## config.mk

```make
export PLATFORM = sky130hd
export DESIGN_NAME = sprite_animator
export DESIGN_NICKNAME = d
export VERILOG_FILES = /design/src/rtl/sprite_animator.sv
export SDC_FILE = /design/constraint.sdc
export NUM_CORES = 1
export LEC_CHECK = 0
export ABC_AREA = 1
export BUFFER_PORTS_ARGS = -buffer_cell sky130_fd_sc_hd__buf_2
export CAP_MARGIN = 20
export CORE_MARGIN = 10
export CORE_UTILIZATION = 31
export CTS_BUF_LIST = sky130_fd_sc_hd__clkbuf_4
export DETAILED_ROUTE_END_ITERATION = 7
export PLACE_DENSITY = 0.51
export SLEW_MARGIN = 20
export SYNTH_ARGS = -nofsm -noshare
export SYNTH_HDL_FRONTEND = slang
export SYNTH_SLANG_ARGS = --single-unit
```

## constraint.sdc

```tcl
create_clock -name Clk -period 5.18 [get_ports Clk]
set_input_delay 0.259 -clock Clk [delete_from_list [all_inputs] [get_ports Clk]]
set_output_delay 0.259 -clock Clk [all_outputs]
set_load 0.02 [all_outputs]
```

## src/rtl/sprite_animator.sv

```systemverilog
// rtl/sprite_animator.sv - frame-stepped sprite animation with a 2-Clk ROM pixel pipeline
// Optional SPRITE_MIRROR_EN: facing=1 mirrors the sprite horizontally in the ROM address.
module sprite_animator #(
    parameter int         SPR_W       = 80,
    parameter int         SPR_H       = 108,
    parameter int         NUM_STATES  = 6,
    parameter int         FRAMES      = 8,
    parameter int         HOLD_TICKS  = 4,
    parameter int         ADDR_W      = 19,
    parameter logic [7:0] TRANSPARENT = 8'h00
) (
    input  logic              Clk,
    input  logic              Reset_n,
    input  logic              frame_clk,
    input  logic [7:0]        anim_state,
    input  logic              anim_oneshot,
    input  logic              facing,
    input  logic [9:0]        pos_x,
    input  logic [9:0]        pos_y,
    input  logic [9:0]        DrawX,
    input  logic [9:0]        DrawY,
    output logic [ADDR_W-1:0] rom_addr,
    input  logic [7:0]        rom_data,
    output logic              is_character,
    output logic [7:0]        data_Out,
    output logic [7:0]        frame_num,
    output logic              anim_done
);

    localparam int SW = (NUM_STATES > 1) ? $clog2(NUM_STATES) : 1;
    localparam int FW = (FRAMES > 1) ? $clog2(FRAMES) : 1;
    localparam int HW = (HOLD_TICKS > 1) ? $clog2(HOLD_TICKS) : 1;

    localparam logic [FW-1:0] FRAME_LAST = FW'(FRAMES - 1);
    localparam logic [HW-1:0] HOLD_LAST  = HW'(HOLD_TICKS - 1);
    localparam logic [31:0]   W_U        = 32'(SPR_W);
    localparam logic [31:0]   H_U        = 32'(SPR_H);
    localparam logic [31:0]   F_U        = 32'(FRAMES);
    localparam logic [31:0]   NS_U       = 32'(NUM_STATES);
    localparam logic [31:0]   CELL_U     = 32'(SPR_W * SPR_H);

    // Animation control registers
    logic          fclk_q,   fclk_d;
    logic          primed_q, primed_d;
    logic [SW-1:0] state_q,  state_d;
    logic [FW-1:0] frame_q,  frame_d;
    logic [HW-1:0] hold_q,   hold_d;
    logic          done_q,   done_d;
    logic [9:0]    px_q,     px_d;
    logic [9:0]    py_q,     py_d;

    // Pixel pipeline registers
    logic [ADDR_W-1:0] rom_addr_q,   rom_addr_d;
    logic              in_box_q,     in_box_d;
    logic              in_box_dly_q, in_box_dly_d;

    logic          tick;
    logic [SW-1:0] req_state;
    logic [FW-1:0] frame_inc;
    logic [10:0]   dx_w;
    logic [10:0]   dy_w;
    logic [10:0]   dx_eff;

    always_comb begin
        fclk_d    = frame_clk;
        primed_d  = 1'b1;
        state_d   = state_q;
        frame_d   = frame_q;
        hold_d    = hold_q;
        done_d    = done_q;
        px_d      = px_q;
        py_d      = py_q;
        frame_inc = frame_q + 1'b1;

        // primed_q masks the first sample after reset so a high frame_clk is not a tick
        tick = frame_clk & ~fclk_q & primed_q;

        if (32'(anim_state) >= NS_U) begin
            req_state = '0;
        end else begin
            req_state = SW'(anim_state);
        end

        if (tick) begin
            px_d = pos_x;
            py_d = pos_y;
        end

        if (req_state != state_q) begin
            state_d = req_state;
            frame_d = '0;
            hold_d  = '0;
            done_d  = 1'b0;
        end else if (tick) begin
            if (hold_q == HOLD_LAST) begin
                hold_d = '0;
                if (frame_q == FRAME_LAST) begin
                    if (anim_oneshot) begin
                        done_d = 1'b1;
                    end else begin
                        frame_d = '0;
                    end
                end else begin
                    frame_d = frame_inc;
                    if (anim_oneshot && (frame_inc == FRAME_LAST)) begin
                        done_d = 1'b1;
                    end
                end
            end else begin
                hold_d = hold_q + 1'b1;
            end
        end
    end

    // A pixel left of / above the sprite wraps to >= 1024, which is always outside the box
    always_comb begin
        dx_w = {1'b0, DrawX} - {1'b0, px_q};
        dy_w = {1'b0, DrawY} - {1'b0, py_q};
`ifdef SPRITE_MIRROR_EN
        dx_eff = facing ? (11'(SPR_W - 1) - dx_w) : dx_w;
`else
        dx_eff = dx_w;
`endif
        in_box_d = (32'(dx_w) < W_U) && (32'(dy_w) < H_U);
        if (in_box_d) begin
            rom_addr_d = ADDR_W'((32'(state_q) * F_U + 32'(frame_q)) * CELL_U
                                 + 32'(dy_w) * W_U + 32'(dx_eff));
        end else begin
            rom_addr_d = '0;
        end
        in_box_dly_d = in_box_q;
    end

`ifndef SPRITE_MIRROR_EN
    logic unused_facing;
    assign unused_facing = facing;
`endif

    always_ff @(posedge Clk or negedge Reset_n) begin
        if (!Reset_n) begin
            fclk_q       <= 1'b0;
            primed_q     <= 1'b0;
            state_q      <= '0;
            frame_q      <= '0;
            hold_q       <= '0;
            done_q       <= 1'b0;
            px_q         <= '0;
            py_q         <= '0;
            rom_addr_q   <= '0;
            in_box_q     <= 1'b0;
            in_box_dly_q <= 1'b0;
        end else begin
            fclk_q       <= fclk_d;
            primed_q     <= primed_d;
            state_q      <= state_d;
            frame_q      <= frame_d;
            hold_q       <= hold_d;
            done_q       <= done_d;
            px_q         <= px_d;
            py_q         <= py_d;
            rom_addr_q   <= rom_addr_d;
            in_box_q     <= in_box_d;
            in_box_dly_q <= in_box_dly_d;
        end
    end

    // rom_data is already one Clk behind rom_addr, so the pixel outputs stay combinational
    assign rom_addr     = rom_addr_q;
    assign is_character = in_box_dly_q && (rom_data != TRANSPARENT);
    assign data_Out     = is_character ? rom_data : 8'h00;
    assign frame_num    = 8'(frame_q);
    assign anim_done    = done_q;

endmodule

```

==> results of run 1 <==
[cell usage after synthesis, drive strengths merged]
master  instances
nand2         152
inv           139
ha             87
nor2           63
dfrtp          52
a21oi          40
nand3          40
o21ai          38
xor2           23
nand4          18
fa             14
xnor2          10
buf             6
nor3            6
o21bai          6
nand3b          5
clkbuf          4
a21boi          3
o311ai          3
a31oi           2
conb            2
or2             2
a211oi          1
a21o            1
a22oi           1
a31o            1
and2            1
mux2i           1
nor4            1
o211ai          1
o21a            1
o31ai           1
[sequential cells by signal (all words and copies together) (netlist names), 2 cells and up]
name / cells
rom_addr: 19
px_q: 10
py_q: 10
frame_q: 3
state_q: 3
hold_q: 2
[area by class of cell]
class	count	area, um^2
diodes	1	2.50
clock buffers	5	37.5
clock inverters	3	26.3
fillers	1887	11000
inverters	139	522
multi-input cells	528	3650
flip-flops and latches	52	1300
well taps	225	282
repair buffers	100	528
[worst max-delay path: stages (launching register included)]
cell and delay [ns]:
dfrtp_1 0.38, inv_1 0.08, fa_1 0.52, fa_1 0.55, inv_1 0.05, ha_1 0.28
ha_1 0.36, nand2_1 0.08, nor2_1 0.04, a211oi_2 0.17, o21ai_1 0.14, nand2_1 0.08
nand2_1 0.05, a21oi_1 0.16, xor2_1 0.16, inv_1 0.06, ha_1 0.29, ha_1 0.36
inv_1 0.07, nor3_1 0.23, nand3_1 0.12, nand4_1 0.12, or2_2 0.11, nand4_1 0.08
nor2_1 0.10
[final timing paths]
kind	depth (start not counted)	from	slack, ns	end
worst min-delay path	3	pos_x[2]	0.04	px_q[2]
worst max register to register	24	state_q[0]	0.47	rom_addr[17]
max in group asynchronous	3	Reset_n	4.26	anim_done
min in group asynchronous	3	Reset_n	0.47	px_q[4]
worst min register to register	0	in_box_dly_d	0.37	in_box_dly_q
worst max-delay path	24	state_q[0]	0.47	rom_addr[17]
[power breakdown]
group          switching [mW]  internal [mW]
registers              0.0166          0.442
clock network           0.153         0.0562
logic                    1.52          0.910
[cells by family (layout without fill, tap and decap cells)]
group	after synthesis	after routing	share of synthesized area [%]
compound gates	99	99	10.4
xor+xnor	33	33	5.37
fa+ha+maj	101	101	24.8
buf+inv	149	247	10.8
flops	52	52	23.6
mux	1	1	0.181
other cells	2	7	0.136
simple gates	288	288	24.8
[placed cells by master, fill, tap and decap left out, drive strengths merged]
cell type and count:
nand2 152, inv 140, buf 98, ha 87
nor2 63, dfrtp 52, nand3 40, a21oi 40
o21ai 38, xor2 23, nand4 18, fa 14
xnor2 10, conb 6, o21bai 6, nor3 6
nand3b 5, clkbuf 5, o311ai 3, a21boi 3
a31oi 2, clkinvlp 2, dlygate4sd3 2, or2 2
diode 1, nor4 1, a21o 1, a31o 1
and2 1, a211oi 1, o21a 1, o211ai 1
a22oi 1, o31ai 1, mux2i 1
[what timing repair did]
action / CTS / global route
endpoints found under the hold margin: 53 / 0
resized for setup: 0 / 4
hold buffers: 2 / 0
endpoints found under the setup margin: 0 / 3
setup buffers: 0 / 0
[metrics by stage]
stage                     cell area, um^2  hold slack, ns  worst slack, ns  total power, mW
final                                6350          0.0397            0.474             3.10
after global routing                 6350         0.00484           0.0177             3.50
after CTS                            6340         0.00101            0.292             3.13
after detailed placement             6250           0.340            0.212             2.89
after global placement               6250           0.332            0.278             2.90
after floorplan                      5530         -0.0366            0.665             2.40
[layer usage]
layer  track usage [%]  up-vias  share of wire [%]
met5                 0        -                  0
met4              2.56        0               0.96
met3              2.53        5                4.1
met2              17.2       74                 43
met1              14.2     2069                 52
li1                  -     2523                  -
==> flow_summary_export.csv, run 1 <==
group,metric,value,unit
placed_design,dp_cells,1042,
sta,period_needed,4.71,ns
die,die_height,153,um
placed_design,hpwl,10900,um
die,die_area,23500,um^2
global_routing,grt_pass1_wl,21500,um
sta,tightest_slew,0.669,ns
clock_tree,clockRootBuffer,"clkbuf_4",
global_routing,overflow,0,
routing,wl,12700,um
routing,avgViaCountPerCell,4.44,
die,start_util,31.8,%
power,ir_drop,0.396,mV
routing,drt-pass1-iter-count,4,
clock_tree,clkLatencyLatePin,0.41,ns
critical_path,end_kind,"flop",
sta,rsz0062_at_grt,"no",
sta,max-slew-margin-rel,55.4,%
critical_path,worstPathRequired,5.53,ns
power,p_leak,3.65,nW
sta,max_freq,0.212,GHz
routing,drc,0,
critical_path,criticalPathCategory,"reg -> reg",
layout,syn2layout_area_growth,15.0,%
routing,ant_nets,0,
sta,slew_violations,0,
yosys,syn_area_per_cell,7.61,um^2
clock_tree,cts_buffer_depth,2,
yosys,yosysTopAreaCellShare,23.6,%
yosys,ys_types,47,
critical_path,cp_data_arrival_time,5.06,ns
sta,hold_viol,0,
yosys,yosys_warnings,0,
placed_design,globalplace.congestion,0.847,
critical_path,cp_max_fo,5,
yosys,netlist_instances,725,
min_path,hold_class,"in -> reg",
global_routing,grt_pass1_vias,4595,
sta,finalCritPeriodShare,90.9,%
clock_tree,numCtsBuffers,5,
routing,num_vias,4671,
die,ioPinCount,98,
die,num_rows,48,
sta,setup_tns,0,ns
clock_tree,cts_sinks,52,
clock_tree,cts_tree,"done",
clock_tree,path_clk_slew,0.17,ns
placed_design,io_buffers,91,
yosys,yosysTopAreaCell,"dfrtp_1",
clock_tree,h-tree-depth,2,
layout,finish.utilization,36.6,%
yosys,ys_seq_elements,52,
routing,first_iter_violations,161,
critical_path,critPathLaunchType,"flop",
yosys,syn_area,5520,um^2
power,powerDensity,489,nW/um^2
layout,final_nets,988,
layout,drive_above_1_share,18.3,%
sta,finalSetupViolations,0,
global_routing,grt_use_total,10.7,%
yosys,synth.area.top_cells,"dfrtp_1 (24%), ha_1 (20%), nand2_1 (9.9%)",
sta,clock_skew,0.00626,ns
global_routing,grt_max_degree,53,
die,die_w,153,um
layout,stdcell_count,1053,
die,coreArea,17400,um^2
global_routing,antenna_found_initial,1,
yosys,yosysSeqAreaShare,23.6,%
outcome,outcome,"finished clean",
run,drv_cap,0,
routing,wire_per_inst,12.0,um
(Power assumes the default switching activity.)
==> inputs of run 2 (changes only) <==
CORE_ASPECT_RATIO = 1.25   (was default)
==> run 2 against run 1 <==
  * Routed wire length increased by 1.0%
  * Via count increased by 0.92%
  * Clock skew increased by 0.0084 ns
  * Largest cell class unchanged
==> flow_summary_export.csv, run 2 (synthesis results as in run 1) <==
group,metric,value,unit
power,p_leak,3.67,nW
global_routing,grt_pass1_wl,22100,um
clock_tree,cts_tree,"done",
clock_tree,cts_buffer_depth,2,
layout,largest_register_ffs,19,
sta,max_freq,0.214,GHz
critical_path,cp_data_arrival_time,4.97,ns
sta,hold_viol,0,
routing,wire_per_inst,12.1,um
die,ioPinCount,98,
power,power.share.combinational,78.6,%
sta,tightest_slew,0.678,ns
routing,drc,0,
layout,final_nets,990,
sta,slew_violations,0,
global_routing,antenna_found_initial,1,
sta,finalCritPeriodShare,90.3,%
sta,fin_ws,0.501,ns
critical_path,cp_max_fo,4,
routing,num_vias,4714,
critical_path,critPathLaunchType,"flop",
power,powerDensity,489,nW/um^2
routing,first_iter_violations,130,
global_routing,grt_pass1_vias,4760,
clock_tree,h-tree-depth,2,
power,power.switching,1.69,mW
power,p_int,1.42,mW
routing,ant_nets,0,
layout,nFillCells,1891,
die,num_rows,54,
critical_path,worst-r2r-setup-slack,0.50,ns
layout,final_cell_mix,"nand2_1 (145), inv_1 (135), buf_2 (91)",
critical_path,worstPathRequired,5.47,ns
critical_path,path_delay_family,"adder cells",
sta,max-slew-margin-rel,54.8,%
power,seqPwrFrac,14.7,%
layout,layout_commonest_cell,"nand2_1",
layout,syn2layout_area_growth,15.1,%
die,coreArea,17500,um^2
layout,stdcell_count,1054,
critical_path,end_kind,"flop",
sta,rsz0062_at_grt,"no",
clock_tree,clkLatencyLatePin,0.39,ns
power,sw_frac_of_total,54.4,%
sta,setup_tns,0,ns
sta,finalSetupViolations,0,
routing,avgViaCountPerCell,4.47,
die,die_height,169,um
clock_tree,cts_sinks,52,
die,start_util,31.5,%
clock_tree,path_clk_slew,0.17,ns
power,clkPwrFrac,6.6,%
power,ir_drop,0.324,mV
die,die_w,139,um
critical_path,path_buf_inv,5,
global_routing,grt_use_total,10.9,%
power,total_power,3.11,mW
routing,wl,12800,um
placed_design,dp_cells,1042,
outcome,outcome,"finished clean",
layout,drive_above_1_share,18.5,%
placed_design,hpwl,10900,um
critical_path,cpMaxStageDelayCell,"fa_1",
clock_tree,clockRootBuffer,"clkbuf_4",
sta,period_needed,4.68,ns
routing,drt-pass1-iter-count,4,
placed_design,globalplace.congestion,0.823,
global_routing,overflow,0,
critical_path,crit_path_max_incr_delay,0.46,ns
global_routing,grt_max_degree,53,
run,drv_cap,0,
placed_design,dp_slack,0.368,ns
die,die_area,23600,um^2
critical_path,criticalPathCategory,"reg -> reg",
placed_design,io_buffers,91,
clock_tree,numCtsBuffers,5,
sta,clock_skew,0.0147,ns
min_path,hold_class,"in -> reg",
==> run 2: metal layers <==
| metal | vias up | part of all wire [%] | global-route usage (%) |
|---|---|---|---|
| li1 | 2520 | - | - |
| met1 | 2111 | 46 | 13.0 |
| met2 | 74 | 50 | 19.8 |
| met3 | 9 | 3.6 | 1.62 |
| met4 | 0 | 1.3 | 3.09 |
| met5 | - | 0 | 0 |
==> run 2: area by class of cell <==
type                            count  area [um^2]  area share, %
Clock inverter                      2         13.8          0.217
Inverter                          139          522           8.21
Antenna cell                        1         2.50         0.0394
Sequential cell                    52         1300           20.5
Multi-Input combinational cell    528         3650           57.4
Clock buffer                        6         45.0          0.709
Tap cell                          224          280           4.41
Timing Repair Buffer              102          543           8.55
==> run 2: path summary, 6_finish.rpt <==
check                             start  cells past startpoint      endpoint
max in group asynchronous       Reset_n                      3    frame_q[2]
min in group asynchronous       Reset_n                      3       px_q[2]
hold reg to reg            in_box_dly_d                      0  in_box_dly_q
hold / removal                 pos_x[0]                      3       px_q[0]
setup / recovery                py_q[0]                     26  rom_addr[18]
setup reg to reg                py_q[0]                     26  rom_addr[18]
==> run 2: power by group through the flow <==
stage	Combinational [mW]	Sequential, mW	Clock [mW]
3_3_place_gp	2.46	0.466	0
2_1_floorplan	1.94	0.468	0
4_1_cts	2.48	0.459	0.226
5_1_grt	2.83	0.463	0.238
6_report	2.45	0.458	0.207
3_5_place_dp	2.46	0.467	0
==> run 2: repair_timing <==
action                                 in CTS  in global routing
setup endpoints to repair                   0                  2
endpoints found under the hold margin      45                  0
hold buffers                                2                  0
gates resized for setup                     0                  3
setup buffers                               0                  1
==> run 2: stage by stage <==
step           util, %  area [um^2]  hold slack (ns)
3_5_place_dp      35.8         6260            0.336
4_1_cts           36.2         6340           0.0205
3_3_place_gp      35.8         6260            0.331
5_1_grt           36.3         6350           0.0172
2_1_floorplan        -         5530          -0.0366
6_report          36.3         6350           0.0495
==> run 2: worst reg2reg max path, delay by kind of cell, from the launching register on <==
family	cells	cell delay, ns
compound gates	4	0.60
flops	1	0.42
buf+inv	5	0.52
xor+xnor	2	0.36
fa+ha+maj	6	1.89
simple gates	9	0.81
